File: config.mk
export PLATFORM = sky130hd
export DESIGN_NAME = tone_sequencer
export DESIGN_NICKNAME = d
export VERILOG_FILES = /design/src/rtl/tone_pkg.sv /design/src/rtl/tone_sequencer_tick_prescaler.sv /design/src/rtl/tone_sequencer.sv
export SDC_FILE = /design/constraint.sdc
export NUM_CORES = 1
export LEC_CHECK = 0
export ABC_AREA = 1
export ABC_CLOCK_PERIOD_IN_PS = 3460
export CORE_MARGIN = 1
export CORE_UTILIZATION = 45
export CTS_CLUSTER_DIAMETER = 150
export DETAILED_ROUTE_END_ITERATION = 12
export GPL_ROUTABILITY_DRIVEN = 0
export PLACE_DENSITY = 0.64
export SYNTH_ARGS = -nofsm -noshare
export SYNTH_HDL_FRONTEND = slang
export SYNTH_SLANG_ARGS = --single-unit
File: constraint.sdc
create_clock -name clk -period 3.46 [get_ports clk]
set_input_delay 0.346 -clock clk [delete_from_list [all_inputs] [get_ports clk]]
set_output_delay 0.346 -clock clk [all_outputs]
set_load 0.01 [all_outputs]
File: src/rtl/tone_pkg.sv
`default_nettype none
// ============================================================================
//  Module      : tone_pkg
//  Description : Shared types for the tone sequencer: FSM state encoding,
//                squaregen period width and the note-table entry view.
//  Revision    : 1.0  initial release
// ============================================================================
package tone_pkg;

    localparam int PERIOD_W  = 23;
    // Widest duration the note view can carry; the table itself stores DUR_W.
    localparam int DUR_W_MAX = 32;

    typedef enum logic [1:0] {
        IDLE = 2'd0,
        LOAD = 2'd1,
        PLAY = 2'd2,
        GAP  = 2'd3
    } state_t;

    typedef struct packed {
        logic [PERIOD_W-1:0]  period;
        logic [DUR_W_MAX-1:0] dur;
    } note_t;

endpackage
`default_nettype wire

File: src/rtl/tone_sequencer_tick_prescaler.sv
`default_nettype none
// ============================================================================
//  Module      : tick_prescaler
//  Description : Divides clk by TICK_DIV into a one-cycle tick pulse. A clear
//                restarts the count so the next tick lands TICK_DIV cycles on.
//  Revision    : 1.0  initial release
// ============================================================================
module tick_prescaler #(
    parameter int TICK_DIV = 48000
) (
    input  logic clk,
    input  logic rst_n,
    input  logic clr,
    output logic tick
);

    localparam int               CNT_W    = (TICK_DIV > 1) ? $clog2(TICK_DIV) : 1;
    localparam logic [CNT_W-1:0] CNT_LAST = CNT_W'(TICK_DIV - 1);

    logic [CNT_W-1:0] r_cnt;

    // Free-running 0..TICK_DIV-1 counter, forced back to 0 by clr.
    always_ff @(posedge clk or negedge rst_n) begin
        if (!rst_n) begin
            r_cnt <= '0;
        end else if (clr || (r_cnt == CNT_LAST)) begin
            r_cnt <= '0;
        end else begin
            r_cnt <= r_cnt + CNT_W'(1);
        end
    end

    assign tick = !clr && (r_cnt == CNT_LAST);

endmodule
`default_nettype wire

File: src/rtl/tone_sequencer.sv
`default_nettype none
// ============================================================================
//  Module      : tone_sequencer
//  Description : Plays the melody held in an internal note table through a
//                squaregen tone generator: per-note period and duration,
//                fixed silent gap between notes, single-shot or looped.
//  Revision    : 1.0  initial release
// ============================================================================
module tone_sequencer
    import tone_pkg::*;
#(
    parameter int DEPTH     = 16,
    parameter int ADDR_W    = 4,
    parameter int DUR_W     = 16,
    parameter int TICK_DIV  = 48000,
    parameter int GAP_TICKS = 10
) (
    input  logic                clk,
    input  logic                rst_n,
    input  logic                wr_en,
    input  logic [ADDR_W-1:0]   wr_addr,
    input  logic [PERIOD_W-1:0] wr_period,
    input  logic [DUR_W-1:0]    wr_dur,
    input  logic [ADDR_W-1:0]   last_idx,
    input  logic                loop,
    input  logic                start,
    input  logic                stop,
    output logic [PERIOD_W-1:0] period,
    output logic                tone_en,
    output logic                busy,
    output logic [ADDR_W-1:0]   step_idx,
    output logic                done
);

    // Gap counter keeps at least one bit so a zero-gap build still elaborates.
    localparam int               GAP_W    = (GAP_TICKS > 0) ? $clog2(GAP_TICKS + 1) : 1;
    localparam logic [GAP_W-1:0] GAP_LAST = GAP_W'((GAP_TICKS > 0) ? GAP_TICKS - 1 : 0);

    logic [PERIOD_W-1:0] r_tab_period [DEPTH];
    logic [DUR_W-1:0]    r_tab_dur    [DEPTH];

    state_t              r_state,    w_state_nx;
    logic [PERIOD_W-1:0] r_period,   w_period_nx;
    logic [ADDR_W-1:0]   r_step_idx, w_step_nx;
    logic [ADDR_W-1:0]   r_last_idx, w_last_nx;
    logic [DUR_W-1:0]    r_dur,      w_dur_nx;
    logic [GAP_W-1:0]    r_gap,      w_gap_nx;
    logic                r_tone_en;
    logic                r_busy;
    logic                r_done,     w_done_nx;

    note_t               w_entry;
    logic                w_tick;
    logic                w_clr;
    state_t              w_adv_state;
    logic [ADDR_W-1:0]   w_adv_step;
    logic                w_adv_done;

    // Every LOAD restarts the prescaler so notes and gaps begin on a tick boundary.
    assign w_clr = (r_state == LOAD);

    tick_prescaler #(
        .TICK_DIV (TICK_DIV)
    ) u_tick (
        .clk   (clk),
        .rst_n (rst_n),
        .clr   (w_clr),
        .tick  (w_tick)
    );

    // Note table: plain registers, never reset, writable at any time.
    always_ff @(posedge clk) begin
        if (wr_en) begin
            r_tab_period[wr_addr] <= wr_period;
            r_tab_dur[wr_addr]    <= wr_dur;
        end
    end

    // Read view of the current entry; a same-cycle write is seen next cycle.
    always_comb begin
        w_entry        = '0;
        w_entry.period = r_tab_period[r_step_idx];
        w_entry.dur    = DUR_W_MAX'(r_tab_dur[r_step_idx]);
    end

    // Where playback goes once the current entry (note + gap) is finished.
    always_comb begin
        w_adv_state = LOAD;
        w_adv_step  = r_step_idx + ADDR_W'(1);
        w_adv_done  = 1'b0;
        if (r_step_idx == r_last_idx) begin
            w_adv_step = '0;
            if (!loop) begin
                w_adv_state = IDLE;
                w_adv_step  = r_step_idx;
                w_adv_done  = 1'b1;
            end
        end
    end

    // Next-state and next-register logic; stop overrides everything.
    always_comb begin
        w_state_nx  = r_state;
        w_period_nx = r_period;
        w_step_nx   = r_step_idx;
        w_last_nx   = r_last_idx;
        w_dur_nx    = r_dur;
        w_gap_nx    = r_gap;
        w_done_nx   = 1'b0;
        if (stop) begin
            w_state_nx = IDLE;
        end else begin
            case (r_state)
                IDLE: begin
                    if (start) begin
                        w_state_nx = LOAD;
                        w_step_nx  = '0;
                        w_last_nx  = last_idx;
                    end
                end
                LOAD: begin
                    if (w_entry.dur == '0) begin
                        w_state_nx = w_adv_state;
                        w_step_nx  = w_adv_step;
                        w_done_nx  = w_adv_done;
                    end else begin
                        w_state_nx  = PLAY;
                        w_period_nx = w_entry.period;
                        w_dur_nx    = w_entry.dur[DUR_W-1:0];
                    end
                end
                PLAY: begin
                    if (w_tick) begin
                        w_dur_nx = r_dur - DUR_W'(1);
                        if (r_dur == DUR_W'(1)) begin
                            if (GAP_TICKS == 0) begin
                                w_state_nx = w_adv_state;
                                w_step_nx  = w_adv_step;
                                w_done_nx  = w_adv_done;
                            end else begin
                                w_state_nx = GAP;
                                w_gap_nx   = '0;
                            end
                        end
                    end
                end
                GAP: begin
                    if (w_tick) begin
                        if (r_gap == GAP_LAST) begin
                            w_state_nx = w_adv_state;
                            w_step_nx  = w_adv_step;
                            w_done_nx  = w_adv_done;
                        end else begin
                            w_gap_nx = r_gap + GAP_W'(1);
                        end
                    end
                end
                default: w_state_nx = IDLE;
            endcase
        end
    end

    // State and output registers; tone_en/busy follow the next state in lockstep.
    always_ff @(posedge clk or negedge rst_n) begin
        if (!rst_n) begin
            r_state    <= IDLE;
            r_period   <= '0;
            r_step_idx <= '0;
            r_last_idx <= '0;
            r_dur      <= '0;
            r_gap      <= '0;
            r_tone_en  <= 1'b0;
            r_busy     <= 1'b0;
            r_done     <= 1'b0;
        end else begin
            r_state    <= w_state_nx;
            r_period   <= w_period_nx;
            r_step_idx <= w_step_nx;
            r_last_idx <= w_last_nx;
            r_dur      <= w_dur_nx;
            r_gap      <= w_gap_nx;
            r_tone_en  <= (w_state_nx == PLAY) && (w_period_nx != '0);
            r_busy     <= (w_state_nx != IDLE);
            r_done     <= w_done_nx;
        end
    end

    assign period   = r_period;
    assign tone_en  = r_tone_en;
    assign busy     = r_busy;
    assign step_idx = r_step_idx;
    assign done     = r_done;

endmodule
`default_nettype wire

== Word-level counts from Yosys, hierarchy flattened ==
Memory sizes are Yosys's and may differ from the RTL's.
Cells that the tools add are included.

* Bits in registers: 72
* Bits in writable memories: 624
* Output and inout port bits: 30
* Memories: 2

* $add $sub $neg: 4
* Equality and inequality tests: 16
* Muxes and demuxes: 38
* Bitwise logic cells: 1
* Reductions and logical operators: 15

{| class="wikitable"
|+ Memories
! memory !! depth !! bits a word !! rd ports !! clocked after memory_dff !! write ports !! RTL line !! source
|-
| r_tab_period || 16 || 23 || 1 || 0 || 1 || tone_sequencer.sv:39 || <nowiki>logic [PERIOD_W-1:0] r_tab_period [DEPTH];</nowiki>
|-
| r_tab_dur || 16 || 16 || 1 || 0 || 1 || tone_sequencer.sv:40 || <nowiki>logic [DUR_W-1:0] r_tab_dur [DEPTH];</nowiki>
|}

{| class="wikitable"
|+ Operators with widths
! kind !! count
|-
| 23-bit 2-to-1 mux || 3
|-
| 16-bit 2-to-1 mux || 3
|-
| 4-bit 2-to-1 mux || 10
|-
| 32-bit zero test || 1
|-
| 16-bit case mux with 2 select lines || 1
|-
| 23-bit nonzero test || 1
|-
| 16-bit by 1-bit adder with 16-bit output (second input constant) || 1
|-
| 16-bit by 1-bit == test with 1-bit output (second input constant) || 1
|-
| 16-bit == test (second input constant) || 1
|-
| 16-bit by 1-bit subtractor with 16-bit output (second input constant) || 1
|-
| 2-bit 2-to-1 mux || 7
|-
| 2-bit inequality test (second input constant) || 6
|-
| 4-bit case mux with 3 select lines || 1
|-
| 6-bit AND reduction || 2
|-
| 1-bit 2-to-1 mux || 10
|-
| 4-bit by 1-bit adder with 4-bit output (second input constant) || 2
|-
| 2-bit case mux with 4 select lines || 1
|-
| 4-bit case mux with 2 select lines || 1
|-
| 2-bit == test (second input constant) || 3
|-
| 2-bit nonzero test || 3
|-
| 4-bit == test || 1
|-
| 4-bit == test (second input constant) || 1
|-
| 2-bit by 1-bit inequality test with 1-bit output (second input constant) || 2
|-
| 4-bit AND reduction || 1
|-
| 9 further kinds || 10
|}

== Longest topological paths before layout ==
* Word-level depth: 8
* Gate-level depth with buffers: 23
* Depth with buffers taken out: 20

== By module ==
From an unflattened synthesis, not the netlist that was laid out.

* Cells, all modules: 2530
* Area total of the unflattened synthesis: 28875.2 µm²

{| class="wikitable"
|+ By module, submodules not included
! module !! instances !! cells an instance !! area an instance (µm²) !! sequential area each (µm²)
|-
| tone_sequencer || 1 || 2415 || 27993.1 || 20139.3
|-
| tick_prescaler || 1 || 115 || 882.1 || 400.4
|}

== Least setup slack after synthesis ==
OpenSTA, ideal clock, no wires.

* Kind: input to register
* From: input wr_addr[0]
* To: memory r_tab_dur[0][0] (enable)
* Arrival time: 2184 ps
* Data required time: 3025 ps
* Slack: 841 ps
* Stages: 3
* Buffers on the path: 0
* Cells stage by stage: inv_1 -> nand3_1 -> nor2_1

{| class="wikitable"
|+ RTL lines
! element !! RTL line !! source
|-
| from (decl) || tone_sequencer.sv:21 || <nowiki>input logic [ADDR_W-1:0] wr_addr,</nowiki>
|-
| to (decl) || tone_sequencer.sv:40 ||
|}

Straight into the memory's write port.

== Final worst setup path ==
* From: register r_step_idx[0], in the netlist step_idx[0]
* To: register r_tone_en, in the netlist tone_en

* Longest elaborated chain between the ends: 8

{| class="wikitable"
|+ RTL lines
! element !! RTL line !! source
|-
| from (decl) || tone_sequencer.sv:44 || <nowiki>logic [ADDR_W-1:0] r_step_idx, w_step_nx;</nowiki>
|-
| from (signal assigned) || tone_sequencer.sv:178 || <nowiki>r_step_idx <= w_step_nx;</nowiki>
|-
| parallel branches: the longest is 7 deep, another holds memory 16 x 16 bit || -- ||
|-
| 1-bit logical AND * || tone_sequencer.sv:182 || <nowiki>r_tone_en <= (w_state_nx == PLAY) && (w_period_nx != '0);</nowiki>
|-
| to (signal assigned) || tone_sequencer.sv:182 ||
|-
| to (decl) || tone_sequencer.sv:48 || <nowiki>logic r_tone_en;</nowiki>
|}

Mark *: on every way between the ends.
A chain may end at the register's enable or synchronous reset.

==> metrics list <==
* Leakage Power: 12.2 nW
* Count of state elements after synthesis: 696
* Num rows: 92
- For this run, the number of Yosys warnings is 0.
* Most instantiated library cell after synthesis: sky130_fd_sc_hd__edfxtp_1
* Effective utilization at floorplan: 0.455
* Start-to-end type of the worst setup path: reg2reg
- Remaining max-slew budget at the tightest pin: 0.340
* Startpoint types: flip-flop
- In the synthesized netlist the async set-or-reset flop fraction comes to 0.103.
- A synthesized cell averages 11.6 um^2.
- Distinct cell type count after synthesis: 38
- Detailed placement ended at an HPWL of 38300 um.
- Mean number of vias per cell: 5.54
- Final Cycle Share: 0.905
- CTS buffer count: 72
- The number of buffers and inverters on the critical path is 3.
- Worst-case register-to-register setup slack: 330 ps
- The H-tree was split into 3 levels.
- The pre-antenna-repair detailed-routing pass consisted of 5 iterations.
* Clock-pin slew on the worst setup and hold paths: 60 ps
* End of the worst register-to-register path: tone_en
- Counting every net in the synthesized netlist gives 2526.
- CP cell instances: buf_12 > buf_4 > nor2_1 > nor2_1 > o21ai_0 > nand3_1 > nand3_1 > nand2_1 > nor2_1 > nand2_1 > nor2_2 > nand2_1 > buf_4 > nand4_1 > nand2_1 > nand2_1 > nor2_1 > nand2_1 > nor2_1 > a21oi_1
* Element type at the critical path end: flip-flop
- Antenna violations before repair: 3
* Buffer depth of the longest clock path: 3
- In this run the most critical hold path is launched from last_idx[2].
- TritonCTS clock tree: built
- For the finished layout, the period the worst path requires is 3130 ps.
* CP Max Fanout: 58
- Die height: 255 um
- Setup violations remaining at the end of the flow were counted as 0.
- The design draws 23.0 mW.
- At the pin with the least slew margin, the transition time is 990 ps.
- Peak supply drop: 0.488 mV
- Slowest CP cell: sky130_fd_sc_hd__dfrtp_4
- In this run the cell area of the synthesized design comes to 28700 um^2.
* Number of violations of the max-capacitance limit: 0
- Clock tree synthesis selected as its root buffer the cell sky130_fd_sc_hd__clkbuf_16.
- Data on the critical path arrives at its endpoint at 3610 ps.
- In this design, the critical path's most frequently occurring cell is sky130_fd_sc_hd__nand2_1.
* Number of instances in the synthesized netlist: 2467
- Ratio of total power to cell area: 693 nW/um^2
- Critical register-to-register path startpoint: step_idx[0]
- The area growth from synthesis to layout is 15.7%.
* Portion of synthesized cell area occupied by the leading cell type: 0.653
- Routed wire length: 74500 um
* Detailed-route DRC error count: 0
* Maximum frequency from static timing analysis: 319 MHz
- In the final routed layout, each cell accounts on average for 21.7 um.
- Share of post-route cells with drive strength above 1: 0.0722
- Setup TNS after final layout: 0 ps
- Yosys attributes the largest share of cell area to sky130_fd_sc_hd__edfxtp_1 65%, sky130_fd_sc_hd__nand2_1 6.4%, sky130_fd_sc_hd__dfrtp_1 6.3%, sky130_fd_sc_hd__o21ai_0 4.1%, sky130_fd_sc_hd__nor2_1 3.9%.
* Port bufs: 82
* Sink Count: 696
* Total congestion overflow after global routing: 0
- The flow ran to the end, and the final reports show no timing, DRC or antenna violations.
* Die ar.: 64800 um^2
- The number of global-route vias before repair is 18900.
- Setup repair after global routing left no endpoint under its margin.
* CP Data Required Time: 3940 ps
* Worst Hold Depth: 2
- Number of max-slew violations in the final report: 0
* Number of ports placed on the die boundary: 83
- # diodes: 0
* Fin nets: 2590
- Cell taking the most area after synthesis: sky130_fd_sc_hd__edfxtp_1
* Number of cells traversed by the worst register-to-register path: 20
- For this block, the initial DRC count from the detailed router was 2000.
- Core region area: 63100 um^2
- For this run, the total global-route usage over all layers was measured as 0.234.
* Primary flip-flop cell chosen by synthesis mapping: sky130_fd_sc_hd__edfxtp_1
- The worst hold path terminates at r_last_idx[2].
- Dominant delay contributor by cell family on the critical path: simple AND/OR/NAND/NOR gates
- The path class of the tightest hold or removal check is in2reg.
- The first global-routing pass estimated 112000 um of wire.
- Yosys mapped a number of flops with a built-in enable equal to 624.
* Width of the die: 255 um
* Latest clock arrival within the worst-skew pair: 620 ps
- Buffers inserted during post-CTS setup optimization: 0
- The final hold violation count was 0.
* Total via count after detailed routing: 19000
- Entering global routing, the biggest net connects 151 pins.
- For this run, the register share of the synthesized area comes to 0.716.
- Highest cell delay on the worst timing path: 460 ps
* Antenna-violating nets left: 0
- Clock Skews: 25.2 ps
- Top cells by instance count after synthesis: 624 x sky130_fd_sc_hd__edfxtp_1, 492 x sky130_fd_sc_hd__nand2_1, 298 x sky130_fd_sc_hd__nor2_1, 233 x sky130_fd_sc_hd__o21ai_0, 180 x sky130_fd_sc_hd__inv_1
==> timing repair <==
item | CTS | global route
endpoints found under the setup margin | 0 | 0
endpoints found under the hold margin | 72 | 0
gates resized for setup | 0 | 0
hold buffers | 1 | 0
==> worst max path at each step <==
stage,endpoint,cells past startpoint,startpoint,slack [ps]
after floorplan,r_tab_dur[0][0],3,wr_addr[0],840
after global placement,tone_en,20,step_idx[0],410
after detailed placement,tone_en,20,step_idx[0],390
after CTS,step_idx[2],17,step_idx[0],360
after global routing,tone_en,20,step_idx[0],70
final,tone_en,20,step_idx[0],330
==> routing by layer <==
metal  vias to the layer above  GRT usage  wire (um)
li1                       8814          -          -
met1                      9390      0.296      30100
met2                       689      0.404      37100
met3                       149     0.0438       5090
met4                         4     0.0787       2200
met5                         -          0         20
==> metrics by stage <==
step	util	cells	instance area, um^2	worst slack, ps	hold WS, ps
after CTS	0.526	3435	33200	359	323
after floorplan	-	2467	28700	841	50.4
after detailed placement	0.489	3302	30800	385	458
after global routing	0.526	3435	33200	70.1	353
after global placement	0.489	3302	30800	409	444
final	0.526	3435	33200	330	359
==> worst reg2reg max path: cells and delay by family, from the launching register on <==
kind	cells	cell delay [ps]
AOI/OAI and AO/OA	2	160
DFF	1	460
buffers and inverters	3	940
and+or+nand+nor	15	1450
==> sequential cells by signal (all words and copies together) (netlist names) <==
signal	flops
u_tick.r_cnt	16
r_tab_dur	256
done	1
r_tab_period	368
r_gap	4
busy	1
tone_en	1
r_last_idx	4
r_dur	16
step_idx	4
period	23
r_state	2
==> logic make-up after synthesis <==
logic type      Yosys count  share of synthesized area
mux                       4                    0.00157
fa+ha+maj                 6                    0.00262
compound gates          416                     0.0873
buf+inv                 330                     0.0469
xor+xnor                 10                    0.00305
simple gates           1005                      0.143
flops                   696                      0.716
==> area by class of cell <==
class / count / area (um^2)
Tap cell: 846 / 1060
Clock buffer: 102 / 2080
Multi-Input combinational cell: 1441 / 6930
Timing Repair Buffer: 135 / 1580
Inverter: 185 / 704
Sequential cell: 696 / 20600
Fill cell: 5404 / 29900
Clock inverter: 30 / 275
==> power breakdown <==
group	switching [mW]	total [mW]	internal [mW]
clock network	3.16	7.74	4.58
registers	0.362	9.97	9.61
logic	3.52	5.29	1.77
==> placed cells by master (no fill, tap or decap), types with 7 or more instances in the layout <==
cell type,instances
sky130_fd_sc_hd__edfxtp_1,624
sky130_fd_sc_hd__nand2_1,492
sky130_fd_sc_hd__nor2_1,281
sky130_fd_sc_hd__o21ai_0,233
sky130_fd_sc_hd__inv_1,179
sky130_fd_sc_hd__nand3_1,173
sky130_fd_sc_hd__clkdlybuf4s50_1,81
sky130_fd_sc_hd__clkbuf_16,79
sky130_fd_sc_hd__o221ai_1,72
sky130_fd_sc_hd__dfrtp_1,68
sky130_fd_sc_hd__a21oi_1,30
sky130_fd_sc_hd__buf_12,29
sky130_fd_sc_hd__nand4_1,26
sky130_fd_sc_hd__buf_4,24
sky130_fd_sc_hd__o22ai_1,23
sky130_fd_sc_hd__o211ai_1,22
sky130_fd_sc_hd__clkbuf_1,21
sky130_fd_sc_hd__nor2_4,16
sky130_fd_sc_hd__o21a_1,12
sky130_fd_sc_hd__clkinv_1,12
sky130_fd_sc_hd__o21ai_1,11
sky130_fd_sc_hd__clkinv_2,8
sky130_fd_sc_hd__xor2_1,7
(Power assumes the default switching activity.)
